$ cat config.mk
export PLATFORM = sky130hd
export DESIGN_NAME = uart_matmul_engine
export DESIGN_NICKNAME = d
export VERILOG_FILES = /design/src/rtl/matmul_pkg.sv /design/src/rtl/matmul_mac.sv /design/src/rtl/uart_matmul_engine.sv
export SDC_FILE = /design/constraint.sdc
export NUM_CORES = 1
export LEC_CHECK = 0
export CAP_MARGIN = 10
export CORE_MARGIN = 2
export CORE_UTILIZATION = 25
export CTS_CLUSTER_DIAMETER = 40
export CTS_CLUSTER_SIZE = 10
export DETAILED_ROUTE_END_ITERATION = 16
export REMOVE_ABC_BUFFERS = 1
export SLEW_MARGIN = 10
export SYNTH_ARGS = -nofsm -noshare
export SYNTH_HDL_FRONTEND = slang
export SYNTH_HIERARCHICAL = 1
export SYNTH_SLANG_ARGS = --single-unit
$ cat constraint.sdc
create_clock -name clk -period 23.5 [get_ports clk]
set_input_delay 4.7 -clock clk [delete_from_list [all_inputs] [get_ports clk]]
set_output_delay 4.7 -clock clk [all_outputs]
set_load 0.005 [all_outputs]
$ cat src/rtl/matmul_pkg.sv
// Shared definitions for the UART-fed matrix-multiply engine: FSM encoding,
// default widths and the accumulator-to-output saturation helper.
package matmul_pkg;

  typedef enum logic [2:0] {
    ST_RECEIVE_A = 3'd1,
    ST_RECEIVE_B = 3'd2,
    ST_COMPUTE   = 3'd3,
    ST_SEND_C    = 3'd4
  } state_e;

  localparam int DEF_N           = 3;
  localparam int DEF_DATA_W      = 8;
  localparam int DEF_TIMEOUT_CYC = 1_000_000;

  // Wide enough for any legal accumulator (2*32 + 3 bits).
  localparam int SAT_W = 128;

  typedef struct packed {
    logic             clamped;
    logic [SAT_W-1:0] value;
  } sat_t;

  // acc must arrive already sign- or zero-extended to SAT_W.
  function automatic sat_t sat_to_out(input logic [SAT_W-1:0] acc,
                                      input int               acc_w,
                                      input int               out_w,
                                      input bit               is_signed);
    sat_t             r;
    logic [SAT_W-1:0] max_v;
    logic [SAT_W-1:0] min_v;
    r.value   = acc;
    r.clamped = 1'b0;
    if (out_w < acc_w) begin
      if (is_signed) begin
        max_v = (SAT_W'(1) << (out_w - 1)) - SAT_W'(1);
        min_v = ~max_v;
        if ($signed(acc) > $signed(max_v)) begin
          r.value   = max_v;
          r.clamped = 1'b1;
        end else if ($signed(acc) < $signed(min_v)) begin
          r.value   = min_v;
          r.clamped = 1'b1;
        end
      end else begin
        max_v = (SAT_W'(1) << out_w) - SAT_W'(1);
        if (acc > max_v) begin
          r.value   = max_v;
          r.clamped = 1'b1;
        end
      end
    end
    return r;
  endfunction

endpackage

$ cat src/rtl/matmul_mac.sv
// Single registered multiply-accumulate: acc <= (clr ? 0 : acc) + a*b,
// with operands treated as signed or unsigned and the product extended to ACC_W.
module matmul_mac #(
  parameter int DATA_W      = 8,
  parameter int ACC_W       = 18,
  parameter int SIGNED_MODE = 0
) (
  input  logic              clk,
  input  logic              rst_n,
  input  logic [DATA_W-1:0] a,
  input  logic [DATA_W-1:0] b,
  input  logic              clr,
  input  logic              en,
  output logic [ACC_W-1:0]  acc
);

  localparam int PROD_W = 2 * DATA_W;

  logic [PROD_W-1:0] prod;
  logic [ACC_W-1:0]  prod_ext;
  logic [ACC_W-1:0]  acc_q;

  generate
    if (SIGNED_MODE != 0) begin : g_signed
      logic signed [PROD_W-1:0] sa;
      logic signed [PROD_W-1:0] sb;
      assign sa       = PROD_W'($signed(a));
      assign sb       = PROD_W'($signed(b));
      assign prod     = $unsigned(sa * sb);
      assign prod_ext = ACC_W'($signed(prod));
    end else begin : g_unsigned
      logic [PROD_W-1:0] za;
      logic [PROD_W-1:0] zb;
      assign za       = PROD_W'(a);
      assign zb       = PROD_W'(b);
      assign prod     = za * zb;
      assign prod_ext = ACC_W'(prod);
    end
  endgenerate

  // NOTE: sequential state is written with <= so every flop samples pre-edge values.
  always_ff @(posedge clk or negedge rst_n) begin
    if (!rst_n) begin
      acc_q <= '0;
    end else if (en) begin
      acc_q <= clr ? prod_ext : acc_q + prod_ext;
    end
  end

  assign acc = acc_q;

endmodule

$ cat src/rtl/uart_matmul_engine.sv
// NxN matrix-multiply engine: receives A then B as little-endian byte streams,
// computes C = A*B with one sequential MAC and streams saturated C back out.
module uart_matmul_engine
  import matmul_pkg::*;
#(
  parameter int N           = DEF_N,
  parameter int DATA_W      = DEF_DATA_W,
  parameter int SIGNED_MODE = 0,
  parameter int ACC_W       = 2 * DATA_W + $clog2(N),
  parameter int OUT_W       = ACC_W,
  parameter int TIMEOUT_CYC = DEF_TIMEOUT_CYC
) (
  input  logic       clk,
  input  logic       rst_n,
  input  logic [7:0] rx_data,
  input  logic       rx_valid,
  output logic [7:0] tx_data,
  output logic       tx_valid,
  input  logic       tx_ready,
  output logic       busy,
  output logic       done,
  output logic       ovf,
  output logic       frame_err,
  output logic [2:0] state
);

  localparam int BPE      = DATA_W / 8;
  localparam int OBPE     = (OUT_W + 7) / 8;
  localparam int PAD_W    = OBPE * 8;
  localparam int NN       = N * N;
  localparam int IN_BYTES = NN * BPE;
  localparam int BYTE_CW  = $clog2(IN_BYTES);
  localparam int IDX_W    = $clog2(N);
  localparam int ELEM_W   = $clog2(NN);
  localparam int LANE_W   = (OBPE > 1) ? $clog2(OBPE) : 1;
  localparam int TMO_W    = $clog2(TIMEOUT_CYC + 1);

  localparam logic [BYTE_CW-1:0] BYTE_LAST = BYTE_CW'(IN_BYTES - 1);
  localparam logic [IDX_W-1:0]   IDX_MAX   = IDX_W'(N - 1);
  localparam logic [ELEM_W-1:0]  ELEM_MAX  = ELEM_W'(NN - 1);
  localparam logic [LANE_W-1:0]  LANE_MAX  = LANE_W'(OBPE - 1);
  localparam logic [TMO_W-1:0]   TMO_LAST  = TMO_W'(TIMEOUT_CYC - 1);

  state_e              state_q;
  logic [BYTE_CW-1:0]  byte_cnt_q;
  logic [TMO_W-1:0]    tmo_cnt_q;
  logic [IDX_W-1:0]    i_q, j_q, k_q;
  logic                mac_done_q;
  logic                c_wr_q;
  logic [ELEM_W-1:0]   c_idx_q;
  logic [ELEM_W-1:0]   send_elem_q;
  logic [LANE_W-1:0]   send_lane_q;
  logic [7:0]          tx_data_q;
  logic                tx_valid_q;
  logic                done_q;
  logic                ovf_q;
  logic                frame_err_q;

  logic [7:0]        mem_a [IN_BYTES];
  logic [7:0]        mem_b [IN_BYTES];
  logic [OUT_W-1:0]  mem_c [NN];

  logic [ELEM_W-1:0]  a_elem, b_elem, cur_elem;
  logic [BYTE_CW-1:0] a_base, b_base;
  logic [DATA_W-1:0]  a_op, b_op;
  logic               mac_en;
  logic [ACC_W-1:0]   mac_acc;
  logic [SAT_W-1:0]   acc_ext;
  sat_t               sat_res;
  logic [OUT_W-1:0]   c_wr_word;
  logic               c_clamp;
  logic [ELEM_W-1:0]  nxt_elem_d;
  logic [LANE_W-1:0]  nxt_lane_d;
  logic               last_byte;
  logic [OUT_W-1:0]   c_rd_word;
  logic [PAD_W-1:0]   c_pad;
  logic [7:0]         nxt_byte_d;

  // Operand fetch: gather BPE little-endian bytes for A[i][k] and B[k][j].
  assign a_elem   = ELEM_W'(i_q * N + k_q);
  assign b_elem   = ELEM_W'(k_q * N + j_q);
  assign cur_elem = ELEM_W'(i_q * N + j_q);
  assign a_base   = BYTE_CW'(a_elem * BPE);
  assign b_base   = BYTE_CW'(b_elem * BPE);

  // NOTE: every always_comb output gets a default first so no latch is inferred.
  always_comb begin
    a_op = '0;
    b_op = '0;
    for (int l = 0; l < BPE; l++) begin
      a_op[8*l +: 8] = mem_a[a_base + BYTE_CW'(l)];
      b_op[8*l +: 8] = mem_b[b_base + BYTE_CW'(l)];
    end
  end

  assign mac_en = (state_q == ST_COMPUTE) && !mac_done_q;

  matmul_mac #(
    .DATA_W      (DATA_W),
    .ACC_W       (ACC_W),
    .SIGNED_MODE (SIGNED_MODE)
  ) u_mac (
    .clk   (clk),
    .rst_n (rst_n),
    .a     (a_op),
    .b     (b_op),
    .clr   (k_q == '0),
    .en    (mac_en),
    .acc   (mac_acc)
  );

  always_comb begin
    acc_ext = (SIGNED_MODE != 0) ? SAT_W'($signed(mac_acc)) : SAT_W'(mac_acc);
    sat_res   = sat_to_out(acc_ext, ACC_W, OUT_W, SIGNED_MODE != 0);
    c_wr_word = OUT_W'(sat_res.value);
    c_clamp   = sat_res.clamped;
  end

  // Byte sequencer for C: outside SEND_C it points at the first byte so the
  // COMPUTE->SEND_C transition can preload it.
  always_comb begin
    nxt_elem_d = '0;
    nxt_lane_d = '0;
    if (state_q == ST_SEND_C) begin
      if (send_lane_q == LANE_MAX) begin
        nxt_elem_d = send_elem_q + ELEM_W'(1);
      end else begin
        nxt_elem_d = send_elem_q;
        nxt_lane_d = send_lane_q + LANE_W'(1);
      end
    end
  end

  assign last_byte  = (send_elem_q == ELEM_MAX) && (send_lane_q == LANE_MAX);
  assign c_rd_word  = mem_c[nxt_elem_d];
  assign c_pad      = (SIGNED_MODE != 0) ? PAD_W'($signed(c_rd_word)) : PAD_W'(c_rd_word);
  assign nxt_byte_d = c_pad[{nxt_lane_d, 3'b000} +: 8];

  // NOTE: the matrix arrays are plain storage and deliberately have no reset.
  always_ff @(posedge clk) begin
    if (rx_valid && state_q == ST_RECEIVE_A) mem_a[byte_cnt_q] <= rx_data;
    if (rx_valid && state_q == ST_RECEIVE_B) mem_b[byte_cnt_q] <= rx_data;
    if (c_wr_q) mem_c[c_idx_q] <= c_wr_word;
  end

  always_ff @(posedge clk or negedge rst_n) begin
    if (!rst_n) begin
      state_q     <= ST_RECEIVE_A;
      byte_cnt_q  <= '0;
      tmo_cnt_q   <= '0;
      i_q         <= '0;
      j_q         <= '0;
      k_q         <= '0;
      mac_done_q  <= 1'b0;
      c_wr_q      <= 1'b0;
      c_idx_q     <= '0;
      send_elem_q <= '0;
      send_lane_q <= '0;
      tx_data_q   <= '0;
      tx_valid_q  <= 1'b0;
      done_q      <= 1'b0;
      ovf_q       <= 1'b0;
      frame_err_q <= 1'b0;
    end else begin
      done_q      <= 1'b0;
      frame_err_q <= 1'b0;
      c_wr_q      <= 1'b0;
      unique case (state_q)
        ST_RECEIVE_A, ST_RECEIVE_B: begin
          if (rx_valid) begin
            tmo_cnt_q <= '0;
            if (byte_cnt_q == BYTE_LAST) begin
              byte_cnt_q <= '0;
              if (state_q == ST_RECEIVE_A) begin
                state_q <= ST_RECEIVE_B;
              end else begin
                state_q    <= ST_COMPUTE;
                ovf_q      <= 1'b0;
                i_q        <= '0;
                j_q        <= '0;
                k_q        <= '0;
                mac_done_q <= 1'b0;
              end
            end else begin
              byte_cnt_q <= byte_cnt_q + BYTE_CW'(1);
            end
          end else if (byte_cnt_q != '0) begin
            if (tmo_cnt_q == TMO_LAST) begin
              frame_err_q <= 1'b1;
              byte_cnt_q  <= '0;
              tmo_cnt_q   <= '0;
              state_q     <= ST_RECEIVE_A;
            end else begin
              tmo_cnt_q <= tmo_cnt_q + TMO_W'(1);
            end
          end
        end
        ST_COMPUTE: begin
          if (!mac_done_q) begin
            // The accumulator for C[i][j] is complete one cycle after k=N-1 is fed.
            c_wr_q  <= (k_q == IDX_MAX);
            c_idx_q <= cur_elem;
            if (k_q == IDX_MAX) begin
              k_q <= '0;
              if (j_q == IDX_MAX) begin
                j_q <= '0;
                if (i_q == IDX_MAX) mac_done_q <= 1'b1;
                else                i_q <= i_q + IDX_W'(1);
              end else begin
                j_q <= j_q + IDX_W'(1);
              end
            end else begin
              k_q <= k_q + IDX_W'(1);
            end
          end else begin
            state_q     <= ST_SEND_C;
            tx_valid_q  <= 1'b1;
            tx_data_q   <= nxt_byte_d;
            send_elem_q <= '0;
            send_lane_q <= '0;
          end
        end
        ST_SEND_C: begin
          if (tx_ready) begin
            if (last_byte) begin
              tx_valid_q <= 1'b0;
              tx_data_q  <= '0;
              done_q     <= 1'b1;
              state_q    <= ST_RECEIVE_A;
            end else begin
              tx_data_q   <= nxt_byte_d;
              send_elem_q <= nxt_elem_d;
              send_lane_q <= nxt_lane_d;
            end
          end
        end
        default: state_q <= ST_RECEIVE_A;
      endcase
      if (c_wr_q && c_clamp) ovf_q <= 1'b1;
    end
  end

  assign tx_data   = tx_data_q;
  assign tx_valid  = tx_valid_q;
  assign busy      = (state_q == ST_COMPUTE) || (state_q == ST_SEND_C);
  assign done      = done_q;
  assign ovf       = ovf_q;
  assign frame_err = frame_err_q;
  assign state     = state_q;

endmodule
==> results.md <==
* Status: complete, no violations
* Fraction of layout cells with a size suffix above 1 at 0.1263
* FMAX at 0.1181 GHz
* Crit path launch type: flip-flop
* Worst Clk Skew at 0.03271 ns
* Ys async rst share at 0.1947
* DP HPWL at 28,320 µm
* CTS Hold Bufs at 0
* Die width at 280.0 µm
* Cell row count at 101
* Post-route antenna net violation count at 0
* Hold WC Path Type: reg2reg
* Fin crit share at 0.3603
* Number of synthesized flops with an enable pin at 306
* Vias in the first global route at 11,680
* Min-delay src: tx_data[6]
* I/O pin total at 28
* FF-to-FF setup slack at 15.03 ns
* Starting density of the core at 0.2516
* Top FF cell, synth: edfxtp_1
* Worst setup margin at 15.03 ns
* Largest net degree at the start of global routing at 48
* Initial DRT Pass Iterations at 5
* Vias/cell at 4.631
* R2R Path End: u_mac/acc[14]
* Worst EP arrival at 8.92 ns
* Nets at 1,576
* Least-Margin Pin Slew at 1.132 ns
* Core Area at 75,700 µm²
* Place WS at 15.10 ns
* WL/cell at 17.18 µm
* Slew margin rel. at 0.2431
* Register area at 11,040 µm²
* ANT cells at 0
* Cell depth of the worst flop-to-flop path at 26
* CTS sink count at 380
* WHS at 0.4990 ns
* Skew-Pair Late Insertion Delay at 0.60 ns
* Hold Vio Cnt, Final at 0
* Synth Warn # at 6
* Synth cell types at 91
* Post-route DRC at 0
* Most common cell after layout, fill and taps aside: edfxtp_1
* Hold Path Cell Cnt at 2
* Hold path endpoint: tx_data[6]
* Sequential area share after synthesis at 0.5798
* H-Tree Depth at 2
* PortBufs at 26
* Setup_tns at 0 ns
* RSZ-0062 raised after global routing: no
* Reg clk slew, reported paths at 0.06 ns
* Max-slew violations at 0
* Critical Path RT at 23.95 ns
* FF+latch count, synth at 380
* CTS Buf Count at 53
* Max Cap Viol at 0
* Syn Std Cell Area at 19,040 µm²
* Number of gates resized after CTS at 0
* Global Route Usage Sum at 0.1096
* Remaining Overflow, GRT at 0
* Reg-to-Reg Start: i_q[0]
* Setup CP Type: reg2reg
* Via count at 11,430
* Most frequent cells in the layout: 306 x edfxtp_1, 111 x nand2_1, 88 x nor2_1, 73 x and2_1, 73 x dfrtp_1
* Initial antenna violation count at 0
* Worst Path Max Fanout at 16
* P&R area growth vs syn at 15.58%
* Post-CTS setup buffer count at 0
* Critical Path Sink Type: flip-flop
* Syn_area_per_cell at 13.55 µm²
* Top cells by area, synth: edfxtp_1 48%, dfrtp_1 9.6%, mux4_2 6.3%, ha_1 4.7%, fa_1 4.3%
* Global-route wire length before repair at 67,740 µm
* Fill cell count at 7,527
* Cell accounting for the most synthesized area: edfxtp_1
* Setup-failing EPs final at 0
* DR iter-0 viols at 929
* Routability congestion estimate at 0.8430
* Die ar. at 78,400 µm²
* CTS tree: yes
* Share of the synthesized area in the top cell type at 0.4825
* CTS max path bufs at 3
* Routed WL at 42,380 µm
* Cells after synthesis at 1,405
* Height of the die at 280.0 µm
* Fin crit period at 8.467 ns
* Clk Tree Root Cell: clkbuf_16
* Area of the multi-input gates at 7466 µm²
-- registers in the layout, indices dropped and copies added (netlist names), 2 cells and up --
name,flops
j_q,2
u_mac/acc,18
state,3
tmo_cnt_q,20
send_lane_q,2
k_q,2
mem_c,162
mem_a,72
c_idx_q,4
mem_b,72
tx_data,8
send_elem_q,4
i_q,2
byte_cnt_q,4
-- cells by family after synthesis --
| group | count (synthesis) | synth area share |
|---|---|---|
| AO/OA/AOI/OAI | 235 | 0.08410 |
| XOR/XNOR | 42 | 0.02070 |
| adder cells (fa/ha/maj) | 113 | 0.09040 |
| buffers and inverters | 123 | 0.02930 |
| flip-flops | 380 | 0.5798 |
| multiplexers | 92 | 0.08370 |
| other | 1 | 0.0001969 |
| AND/OR/NAND/NOR | 419 | 0.1118 |
-- layer usage --
metal | part of all wire | wire length, µm | global-route usage
met3 | 0.054 | 2301 | 0.02165
met2 | 0.47 | 20080 | 0.1797
met1 | 0.45 | 19220 | 0.1472
met5 | 0 | 0 | 0
met4 | 0.018 | 781 | 0.03044
-- per-stage QoR --
stage,instances,cell area (µm²),utilization
finish,2467,22010,0.2908
detailed placement,2374,20380,0.2693
floorplan,1353,18750,-
global placement,2374,20380,0.2693
global route,2467,22010,0.2908
CTS,2467,22010,0.2908
-- worst max-delay path, cell delays in order (launching register included) --
cell,delay [ns]
dfrtp_1,0.42
inv_1,0.07
ha_1,0.33
fa_1,1.06
mux4_2,0.37
mux2i_1,0.10
a21oi_1,0.63
nand2_1,0.16
fa_1,0.49
fa_1,0.50
inv_1,0.06
fa_1,0.53
inv_1,0.06
fa_1,0.52
inv_1,0.04
ha_1,0.32
o21ai_0,0.34
a21oi_1,0.17
nand2_1,0.11
xnor2_1,0.17
ha_1,0.34
a21oi_1,0.45
o21ai_0,0.22
a21oi_1,0.29
nor3b_1,0.09
o41ai_1,0.35
a31oi_1,0.13
-- cell type report --
type                            count  area share
Multi-Input combinational cell    902      0.3392
Timing Repair Buffer               43     0.01751
Clock buffer                       68     0.06372
Tap cell                          978     0.05559
Clock inverter                     25     0.01023
Sequential cell                   380      0.5016
Inverter                           71     0.01211
-- cell usage after synthesis (6+ instances only) --
master      n
buf_2      12
o21ai_0    49
dfrtp_1    73
nand2_1   111
a22oi_1     9
nand3_1    33
a211oi_1   11
clkbuf_1   23
a221o_1     9
o21a_1      6
a21oi_1    62
and3_1     12
nor2b_1    12
a22o_1      8
buf_4       7
nand2b_1   12
xor2_1     16
nor4_1      6
a31oi_1    15
edfxtp_1  306
nor2_1     90
xnor2_1    24
buf_6       6
fa_1       41
nor3_1     20
mux4_2     53
a21o_1     11
inv_1      70
mux2i_1    33
ha_1       72
or3_1       9
nor3b_1     7
and2_1     73
-- worst max path at each step --
stage                start       endpoint  slack [ns]  depth (start not counted)
detailed placement  i_q[0]  u_mac/acc[15]       15.10                         26
global placement    i_q[0]  u_mac/acc[14]       15.39                         26
CTS                 i_q[0]  u_mac/acc[15]       15.10                         26
floorplan           j_q[1]  u_mac/acc[14]       16.08                         27
finish              i_q[0]  u_mac/acc[14]       15.03                         26
global route        i_q[0]  u_mac/acc[15]       14.41                         29
Power is left out: the tool's default activity adds up to more than one toggle a clock period on the data nets, which glitch-free logic cannot reach.
